$ cat config.mk
export PLATFORM = sky130hd
export DESIGN_NAME = rr_pulse_sequencer
export DESIGN_NICKNAME = d
export VERILOG_FILES = /design/src/rtl/rr_pulse_sequencer.sv
export SDC_FILE = /design/constraint.sdc
export NUM_CORES = 1
export LEC_CHECK = 0
export CAP_MARGIN = 0
export CORE_MARGIN = 8
export CORE_UTILIZATION = 52
export CTS_BUF_LIST = sky130_fd_sc_hd__clkbuf_2 sky130_fd_sc_hd__clkbuf_4 sky130_fd_sc_hd__clkbuf_8
export CTS_CLUSTER_SIZE = 28
export DETAILED_ROUTE_END_ITERATION = 16
export GPL_TIMING_DRIVEN = 1
export PLACE_DENSITY = 0.88
export SYNTH_ARGS = -nofsm -noshare
export SYNTH_HDL_FRONTEND = slang
export SYNTH_SLANG_ARGS = --single-unit
$ cat constraint.sdc
create_clock -name clk -period 2.3 [get_ports clk]
set_clock_uncertainty 0.2 [all_clocks]
set_input_delay 0.46 -clock clk [delete_from_list [all_inputs] [get_ports clk]]
set_output_delay 0.46 -clock clk [all_outputs]
set_load 0.01 [all_outputs]
$ cat src/rtl/rr_pulse_sequencer.sv
// -----------------------------------------------------------------------------
// rr_pulse_sequencer
//
// Round-robin front end for one shared pulse datapath. A granted requester gets
// a PULSE_LEN-cycle in_signal pulse driven to the datapath, then the sequencer
// waits for out_signal (or gives up after TIMEOUT cycles) and returns a
// one-cycle done to that requester.
//
// Ports:
//   clk          clock, everything on posedge
//   rst          synchronous active-high reset
//   req[N]       per-requester level request, held until done
//   gnt[N]       one-hot grant, high from DRIVE entry through DONE
//   done[N]      one-cycle completion pulse to the granted requester
//   busy         high whenever the sequencer is not IDLE
//   timeout_err  one-cycle pulse with done when the response never arrived
//   in_signal    stimulus to the shared datapath
//   out_signal   response from the shared datapath
// -----------------------------------------------------------------------------
module rr_pulse_sequencer #(
  parameter int N         = 4,
  parameter int PULSE_LEN = 2,
  parameter int TIMEOUT   = 8,
  parameter int CW        = 4
) (
  input  logic         clk,
  input  logic         rst,
  input  logic [N-1:0] req,
  output logic [N-1:0] gnt,
  output logic [N-1:0] done,
  output logic         busy,
  output logic         timeout_err,
  output logic         in_signal,
  input  logic         out_signal
);

  localparam int IW = (N > 1) ? $clog2(N) : 1;

  localparam logic [1:0] S_IDLE  = 2'd0;
  localparam logic [1:0] S_DRIVE = 2'd1;
  localparam logic [1:0] S_WAIT  = 2'd2;
  localparam logic [1:0] S_DONE  = 2'd3;

  logic [1:0]    state_q, state_d;
  logic [CW-1:0] cnt_q,   cnt_d;
  logic [IW-1:0] ptr_q,   ptr_d;
  logic [IW-1:0] idx_q,   idx_d;
  logic [N-1:0]  gnt_q,   gnt_d;
  logic          tmo_q,   tmo_d;

  logic          found_s;
  logic [IW-1:0] sel_s;
  logic [IW:0]   sum_s;
  logic [IW-1:0] cand_s;

  // Round-robin pick: first set req bit at or above ptr_q, wrapping modulo N.
  // ptr_q < N and i < N, so one conditional subtraction is enough to wrap.
  always_comb begin
    found_s = 1'b0;
    sel_s   = '0;
    sum_s   = '0;
    cand_s  = '0;
    for (int i = 0; i < N; i++) begin
      sum_s = {1'b0, ptr_q} + (IW+1)'(i);
      if (sum_s >= (IW+1)'(N)) begin
        sum_s = sum_s - (IW+1)'(N);
      end else begin
        sum_s = sum_s;
      end
      cand_s = sum_s[IW-1:0];
      if (!found_s && req[cand_s]) begin
        found_s = 1'b1;
        sel_s   = cand_s;
      end else begin
        found_s = found_s;
      end
    end
  end

  // Next-state logic for the IDLE -> DRIVE -> WAIT -> DONE sequence.
  always_comb begin
    state_d = state_q;
    cnt_d   = cnt_q;
    ptr_d   = ptr_q;
    idx_d   = idx_q;
    gnt_d   = gnt_q;
    tmo_d   = tmo_q;
    case (state_q)
      S_IDLE: begin
        if (found_s) begin
          state_d = S_DRIVE;
          gnt_d   = {{(N-1){1'b0}}, 1'b1} << sel_s;
          idx_d   = sel_s;
          cnt_d   = '0;
          tmo_d   = 1'b0;
        end else begin
          gnt_d   = '0;
        end
      end
      S_DRIVE: begin
        // out_signal is deliberately not looked at while driving.
        if (cnt_q == CW'(PULSE_LEN - 1)) begin
          state_d = S_WAIT;
          cnt_d   = '0;
        end else begin
          cnt_d   = cnt_q + CW'(1);
        end
      end
      S_WAIT: begin
        // A response on the timeout boundary still counts as a normal finish.
        if (out_signal) begin
          state_d = S_DONE;
          tmo_d   = 1'b0;
        end else if (cnt_q == CW'(TIMEOUT - 1)) begin
          state_d = S_DONE;
          tmo_d   = 1'b1;
        end else begin
          cnt_d   = cnt_q + CW'(1);
        end
      end
      S_DONE: begin
        state_d = S_IDLE;
        gnt_d   = '0;
        cnt_d   = '0;
        tmo_d   = 1'b0;
        ptr_d   = (idx_q == IW'(N - 1)) ? '0 : idx_q + IW'(1);
      end
      default: begin
        state_d = S_IDLE;
        gnt_d   = '0;
        cnt_d   = '0;
        tmo_d   = 1'b0;
      end
    endcase
  end

  // State registers with synchronous reset.
  always_ff @(posedge clk) begin
    if (rst) begin
      state_q <= S_IDLE;
      cnt_q   <= '0;
      ptr_q   <= '0;
      idx_q   <= '0;
      gnt_q   <= '0;
      tmo_q   <= 1'b0;
    end else begin
      state_q <= state_d;
      cnt_q   <= cnt_d;
      ptr_q   <= ptr_d;
      idx_q   <= idx_d;
      gnt_q   <= gnt_d;
      tmo_q   <= tmo_d;
    end
  end

  // Outputs decode registered state only. in_signal is additionally masked by
  // rst so the datapath never sees a pulse in a cycle that is being reset.
  assign gnt         = gnt_q;
  assign done        = (state_q == S_DONE) ? gnt_q : '0;
  assign busy        = (state_q != S_IDLE);
  assign timeout_err = (state_q == S_DONE) & tmo_q;
  assign in_signal   = (state_q == S_DRIVE) & ~rst;

endmodule

==> tab_implementation.tex, run 1 <==
\begin{tabular}{lr}
\hline
Metric & Value \\
\hline
\multicolumn{2}{l}{\textbf{Worst setup path}} \\
\quad Critical register-to-register path startpoint & state\_q[0] \\
\quad Setup crit end kind & output port \\
\quad Nature of the critical path startpoint & register \\
\quad Ordered cell list for the critical path & ha\_4 -> and2\_1 -> clkdlybuf4s50\_1 \\
\quad Arr. time, crit path & between 1.5 and 2 ns \\
\quad Cell count along the critical path & 3 \\
\quad Critical path start-end classification & register to output port \\
\quad Maximum single-stage delay on the critical path & 0.54 ns \\
\quad Cell class contributing the biggest share of worst-path delay & buffers and inverters \\
\quad Crit path buffers/inverters & 1 \\
\quad CP max stage cell & clkdlybuf4s50\_1 \\
\quad Register-to-register path setup slack & 0.24 ns \\
\quad Logic depth of the worst register-to-register path & 7 \\
\quad Highest fanout seen on the critical path & 6 \\
\quad CP required & 1.64 ns \\
\quad End of the worst register-to-register path & state\_q[0] \\
\multicolumn{2}{l}{\textbf{Timing}} \\
\quad Unrepaired setup endpoints after global routing & false \\
\quad Final setup violation count & 0 \\
\quad Maximum frequency from static timing analysis & 453 MHz \\
\quad Shortest period the worst path allows & around 2.2 ns \\
\quad Slew at the pin closest to its max-slew limit & between 0.5 and 0.6 ns \\
\quad Final hold vios & 0 \\
\quad Setup\_tns & 0 ns \\
\quad Worst slew slack as a fraction of its limit & 0.640 \\
\quad Max Slew Vio Count & 0 \\
\quad Period utilisation layout & 0.960 \\
\quad Worst Hold Margin & 0.267 ns \\
\multicolumn{2}{l}{\textbf{Logic synthesis}} \\
\quad Cell with the most instances after synthesis & dfxtp\_1 \\
\quad Post-synth ARST share & 0 \\
\quad Instance count of the mapped netlist & between 100 and 150 \\
\quad Part of the Yosys area used for sequential elements & 0.329 \\
\quad Prevailing post-synth register cell & dfxtp\_1 \\
\quad Synthesized cell area & about 900 sq um \\
\quad Post-synth EDFFs & 0 \\
\quad Post-Syn Area per Cell & 8.86 sq um \\
\quad Number of storage elements in the synthesis netlist & 15 \\
\quad Top cell type by total area after synthesis & dfxtp\_1 \\
\quad Yosys Warn Count & 0 \\
\quad Net count after synthesis & 118 \\
\quad Top-area cell type share of the netlist area & 0.329 \\
\quad Leading cell types by total area after synthesis & dfxtp\_1, ha\_1, mux2i\_1 \\
\quad Number of distinct library cells after synthesis & 34 \\
\quad Most instantiated cells after synthesis & dfxtp\_1, nor2\_1, ha\_1 \\
\multicolumn{2}{l}{\textbf{Clocking}} \\
\quad Clock slew at reported path FFs & about 0.10 ns \\
\quad TritonCTS clock tree & built \\
\quad Clock insertion delay at the later pin of the skew report & about 0.29 ns \\
\quad Count of hold buffers inserted by post-cts repair & 0 \\
\quad Clock net sink count & 15 \\
\quad CTS H-tree lvls & 1 \\
\quad Maximum buffer depth of the clock tree & 2 \\
\quad Cts bufs inserted & 3 \\
\quad Clk Tree Root Cell & clkbuf\_4 \\
\multicolumn{2}{l}{\textbf{Final layout}} \\
\quad Nets & 147 \\
\quad Layout area overhead & 32.9\% \\
\quad Area of all placed cells without fillers & 0.00121 sq mm \\
\quad Antenna diodes & 0 \\
\quad Layout cell share with drive strength beyond 1 & 0.153 \\
\quad Finished Layout Cells & 148 \\
\multicolumn{2}{l}{\textbf{Hold path}} \\
\quad Hold path startpoint & idx\_q[1] \\
\quad Worst hold path cell count & 2 \\
\quad Hold Path End & idx\_q[1] \\
\quad Class of the tightest hold or removal check & register to register \\
\multicolumn{2}{l}{\textbf{Power}} \\
\quad Switching share of total power & 0.380 \\
\quad Static Leakage & 0.491 nW \\
\quad Relative contribution of the clock network to total power & 0.159 \\
\quad Max rail drop VDD & 492 uV \\
\quad Pint & 0.600 mW \\
\quad Psw & 0.368 mW \\
\quad Power consumption & 0.968 mW \\
\quad Sequential fraction of design power & 0.367 \\
\quad Combinational share of power & 0.473 \\
\quad Power density cells & 799 mW/mm\^{}2 \\
\multicolumn{2}{l}{\textbf{Global routing}} \\
\quad Initial antenna violation count & 0 \\
\quad First-pass GRT wire length & 3620 um \\
\quad Largest net degree at the start of global routing & 15 \\
\quad Overall routing resource usage & 0.133 \\
\quad Vias in the first global route & 810 \\
\quad Remaining global-route overflow & 0 \\
\multicolumn{2}{l}{\textbf{Floorplanning}} \\
\quad Top-Level Pins & 18 \\
\quad Die Y-Extent & 57.9 um \\
\quad Floorplan Core Area & $\sim$0.0017 sq mm \\
\quad Number of cell rows & 15 \\
\quad Die Area & 0.00335 sq mm \\
\quad Starting density of the core & 0.540 \\
\quad Width of the die & 57.9 um \\
\multicolumn{2}{l}{\textbf{Route}} \\
\quad Antenna-violating nets left & 0 \\
\quad Number of DRC markers after the initial detailed-route iteration & 33 \\
\quad Router iterations before antenna repair & 4 \\
\quad DRC violation count after routing & 0 \\
\quad Total Routed Length & 2210 um \\
\quad Vias per cell & 5.93 \\
\quad Wire per inst & 14.9 um \\
\quad Vias & $\sim$880 \\
\multicolumn{2}{l}{\textbf{Placement}} \\
\quad Routability Congestion & slightly below 0.9 \\
\quad Count of port buffers added during placement & 17 \\
\quad Cell area after placement & 0.00117 sq mm \\
\quad Instance count after placement with tap cells included & roughly 140 \\
\quad Placed wire-length estimate & 1750 um \\
\multicolumn{2}{l}{\textbf{Status}} \\
\quad Result of the run & finished clean \\
\multicolumn{2}{l}{\textbf{Job}} \\
\quad Number of maximum-capacitance violations & 0 \\
\hline
\end{tabular}
## logic make-up after synthesis
logic type | share of synthesized area
simple gates | 0.281
compound gates | 0.181
flops | 0.329
buf+inv | 0.0329
fa+ha+maj | 0.110
mux | 0.0658
## how the worst max path moves through the flow
stage / end / startpoint / slack [ns]
6_report: done[0] / state_q[1] / 0.09
5_1_grt: done[2] / state_q[1] / 0.03
4_1_cts: busy / state_q[1] / 0.01
3_5_place_dp: cnt_q[1] / req[2] / 0.02
3_3_place_gp: in_signal / rst / 0.07
2_1_floorplan: state_q[0] / cnt_q[0] / 0.42
## worst min-delay path: stages, from the launching register on
cell	delay, ns
dfxtp_1	0.32
nand2_1	0.05
a21oi_1	0.05
## metrics by stage
stage               setup slack [ns]   util
CTS                           0.0110  0.710
global route                  0.0308  0.718
floorplan                      0.424      -
detailed placement            0.0219  0.691
global placement              0.0709  0.691
finish                        0.0922  0.718
## power by group through the flow
stage	sequential (mW)	combinational [mW]	clock (mW)
final	0.356	0.458	0.154
after global routing	0.362	0.509	0.166
after CTS	0.351	0.458	0.158
after detailed placement	0.355	0.451	0
after global placement	0.348	0.437	0
after floorplan	0.350	0.272	0
## repair_timing
| item | in CTS | in global routing |
|---|---|---|
| gates resized for setup | 4 | 2 |
| pin swaps | 0 | 0 |
| endpoints found under the setup margin | 7 | 4 |
| buffers inserted | 0 | 0 |
## state kept, by name, indices dropped and copies added, names as in the netlist
signal and flops:
gnt 4, tmo_q 1, cnt_q 4, ptr_q 2, state_q 2, idx_q 2
## metal layers
| layer | vias to the layer above | global-route usage | share of wire |
|---|---|---|---|
| met4 | 0 | 0.0280 | 0.0027 |
| met1 | 409 | 0.142 | 0.42 |
| met3 | 2 | 0.0442 | 0.048 |
| met5 | - | 0 | 0 |
| li1 | 438 | - | - |
| met2 | 28 | 0.247 | 0.53 |
## placed cells by master (no fill, tap or decap), types with 2 or more instances in the layout
cell type        count
a21oi_1              4
a31oi_1              2
a32o_1               4
and2_1               5
buf_4               10
clkbuf_4             3
clkdlybuf4s50_1     15
dfxtp_1             14
ha_1                 6
inv_1                5
mux2i_1              6
nand2_1              3
nand2b_1             3
nand3_1              3
nand3b_1             3
nor2_1              13
nor2b_1              3
nor3_1               4
o31ai_1              2
## cell type report
type,count,area (sq um)
Multi-Input combinational cell,80,597
Inverter,5,18.8
Timing Repair Buffer,27,246
Clock inverter,1,5.00
Tap cell,17,21.3
Fill cell,128,477
Sequential cell,15,302
Clock buffer,3,22.5
No activity file was read; power rests on OpenSTA's default activity.
==> inputs of run 2 (changes only) <==
SLEW_MARGIN = 40   (was not set)
==> results of run 2 <==
The final DEF is identical to that of run 1; final timing and power are the same.
==> inputs of run 3 (changes only) <==
REMOVE_ABC_BUFFERS = 1   (was not set)
==> tab_implementation.tex, run 3 (same netlist as run 1, synthesis figures left out) <==
\begin{tabular}{lr}
\hline
Metric & Value \\
\hline
\multicolumn{2}{l}{\textbf{Status}} \\
\quad Result of the run & finished clean \\
\multicolumn{2}{l}{\textbf{Timing}} \\
\quad Slew at the pin closest to its max-slew limit & 0.547 ns (+0.0149 ns) \\
\quad Worst slew slack as a fraction of its limit & 0.630 (-0.0101) \\
\quad Setup\_tns & 0 ns (unchanged) \\
\quad Maximum frequency from static timing analysis & 453 MHz (about the same) \\
\quad Unrepaired setup endpoints after global routing & false \\
\quad Max Slew Vio Count & 0 (unchanged) \\
\quad Period utilisation layout & 0.961 (about the same) \\
\quad Shortest period the worst path allows & 2.21 ns (+0.00184 ns) \\
\quad Final hold vios & 0 (unchanged) \\
\quad Final setup violation count & 0 (unchanged) \\
\multicolumn{2}{l}{\textbf{Global routing}} \\
\quad Overall routing resource usage & 0.135 (+0.00139) \\
\quad Remaining global-route overflow & 0 (unchanged) \\
\quad Initial antenna violation count & 0 (unchanged) \\
\quad Vias in the first global route & 845 (+4.3\%) \\
\quad Largest net degree at the start of global routing & 15 (unchanged) \\
\quad First-pass GRT wire length & 3680 um (+1.9\%) \\
\multicolumn{2}{l}{\textbf{Worst setup path}} \\
\quad Arr. time, crit path & 1.55 ns (about the same) \\
\quad Nature of the critical path startpoint & register \\
\quad Capturing instance or port of the critical path & done[3] \\
\quad Critical Path Start & state\_q[0] \\
\quad Critical register-to-register path startpoint & state\_q[0] \\
\quad CP required & 1.64 ns (about the same) \\
\quad Setup crit end kind & output port \\
\quad Critical path start-end classification & register to output port \\
\quad End of the worst register-to-register path & cnt\_q[2] \\
\quad Register-to-register path setup slack & 0.32 ns (+0.08 ns) \\
\quad Logic depth of the worst register-to-register path & 6 (-1) \\
\quad Highest fanout seen on the critical path & 9 (+3) \\
\multicolumn{2}{l}{\textbf{Route}} \\
\quad Vias per cell & 6.03 (+1.7\%) \\
\quad Wire per inst & 14.7 um (-1.8\%) \\
\quad Antenna-violating nets left & 0 (unchanged) \\
\quad Vias & 880 (+0.34\%) \\
\quad Total Routed Length & 2140 um (-3.1\%) \\
\quad Number of DRC markers after the initial detailed-route iteration & 21 (-36\%) \\
\quad DRC violation count after routing & 0 (unchanged) \\
\quad Router iterations before antenna repair & 4 (unchanged) \\
\multicolumn{2}{l}{\textbf{Power}} \\
\quad Relative contribution of the clock network to total power & 0.166 (+0.007) \\
\quad Static Leakage & 0.482 nW (-1.7\%) \\
\quad Psw & 0.367 mW (-0.32\%) \\
\quad Pint & 0.622 mW (+3.6\%) \\
\quad Power density cells & 823 mW/mm\^{}2 (+3.1\%) \\
\quad Switching share of total power & 0.371 (-0.00914) \\
\quad Combinational share of power & 0.472 (about the same) \\
\quad Sequential fraction of design power & 0.362 (-0.005) \\
\quad Max rail drop VDD & 621 uV (+26\%) \\
\quad Power consumption & 0.989 mW (+2.1\%) \\
\multicolumn{2}{l}{\textbf{Job}} \\
\quad Number of maximum-capacitance violations & 0 (unchanged) \\
\multicolumn{2}{l}{\textbf{Final layout}} \\
\quad Most frequent cells in the layout & clkdlybuf4s50\_1, nor2\_1, dfxtp\_1, buf\_4, ha\_1 \\
\quad Fraction of the core area covered by cells at the end of the flow & 0.711 (-0.00667) \\
\quad Leading cell type in the layout, fill and taps excluded & clkdlybuf4s50\_1 \\
\quad Finished Layout Cells & 146 (-1.4\%) \\
\quad Layout area overhead & 31.7\% \\
\quad Layout cell share with drive strength beyond 1 & 0.140 (-0.0131) \\
\quad Antenna diodes & 0 (unchanged) \\
\quad Nets & 145 (-1.4\%) \\
\multicolumn{2}{l}{\textbf{Floorplanning}} \\
\quad Die Area & 0.00335 sq mm (unchanged) \\
\quad Top-Level Pins & 18 (unchanged) \\
\quad Number of cell rows & 15 (unchanged) \\
\quad Die Y-Extent & 57.9 um (unchanged) \\
\quad Width of the die & 57.9 um (unchanged) \\
\quad Starting density of the core & 0.540 (unchanged) \\
\quad Floorplan Core Area & 0.00169 sq mm (unchanged) \\
\multicolumn{2}{l}{\textbf{Clocking}} \\
\quad Clk Tree Root Cell & clkbuf\_4 \\
\quad Maximum buffer depth of the clock tree & 2 (unchanged) \\
\quad Cts bufs inserted & 3 (unchanged) \\
\quad Clock insertion delay at the later pin of the skew report & 0.28 ns (about the same) \\
\quad Clock slew at reported path FFs & 0.09 ns (about the same) \\
\quad CTS H-tree lvls & 1 (unchanged) \\
\quad Clock net sink count & 15 (unchanged) \\
\quad Count of hold buffers inserted by post-cts repair & 0 (unchanged) \\
\quad TritonCTS clock tree & built \\
\multicolumn{2}{l}{\textbf{Placement}} \\
\quad Count of port buffers added during placement & 17 (unchanged) \\
\quad Instance count after placement with tap cells included & 142 (-1.4\%) \\
\quad Placed wire-length estimate & 1600 um (-8.7\%) \\
\quad Routability Congestion & 0.842 (-4.1\%) \\
\multicolumn{2}{l}{\textbf{Hold path}} \\
\quad Class of the tightest hold or removal check & register to register \\
\hline
\end{tabular}
run 3: layout make-up:
| cell class | count | area (sq um) |
|---|---|---|
| fill | 112 | 488 |
| timing repair buffer | 25 | 231 |
| clock buffer | 4 | 30.0 |
| tap | 17 | 21.3 |
| multi-input combinational | 80 | 594 |
| sequential | 15 | 305 |
| inverter | 5 | 18.8 |
run 3: worst min-delay path by stage:
stage	startpoint	to	slack [ns]	depth (start not counted)
after floorplan	idx_q[1]	idx_q[1]	0.23	2
after global placement	idx_q[1]	idx_q[1]	0.25	2
after detailed placement	idx_q[1]	idx_q[1]	0.25	2
after CTS	idx_q[1]	idx_q[1]	0.27	2
after global routing	idx_q[1]	idx_q[1]	0.31	2
final	idx_q[1]	idx_q[1]	0.26	2
run 3: what timing repair did:
| item | in CTS | in global routing |
|---|---|---|
| buffers inserted | 0 | 0 |
| endpoints found under the setup margin | 6 | 2 |
| gates resized for setup | 4 | 3 |
| hold endpoints to repair | 0 | 0 |
run 3: through the flow:
step           hold WS (ns)  cell area [sq um]  worst slack (ns)
3_5_place_dp          0.255               1150            0.0341
6_report              0.263               1200            0.0904
2_1_floorplan         0.234                901             0.424
4_1_cts               0.267               1190           0.00289
3_3_place_gp          0.250               1150            0.0342
5_1_grt               0.310               1200            0.0283
run 3: power by group through the flow:
stage / clock network [mW] / logic [mW] / registers, mW
final: 0.164 / 0.467 / 0.358
after CTS: 0.164 / 0.464 / 0.354
after global placement: 0 / 0.447 / 0.349
after detailed placement: 0 / 0.460 / 0.352
after floorplan: 0 / 0.268 / 0.351
after global routing: 0.177 / 0.518 / 0.367
run 3: per-layer routing:
metal  global-route usage  vias up  wire length, um
met5                    0        -                0
met2                0.252       33             1090
met1                0.142      412              921
met4               0.0490        0                8
met3               0.0309        2              125
li1                     -      433                -
run 3: worst max-delay path, cell delays in order, from the launching register on:
cell             delay, ns
dfxtp_4               0.39
ha_4                  0.20
and2_1                0.14
clkdlybuf4s50_1       0.54
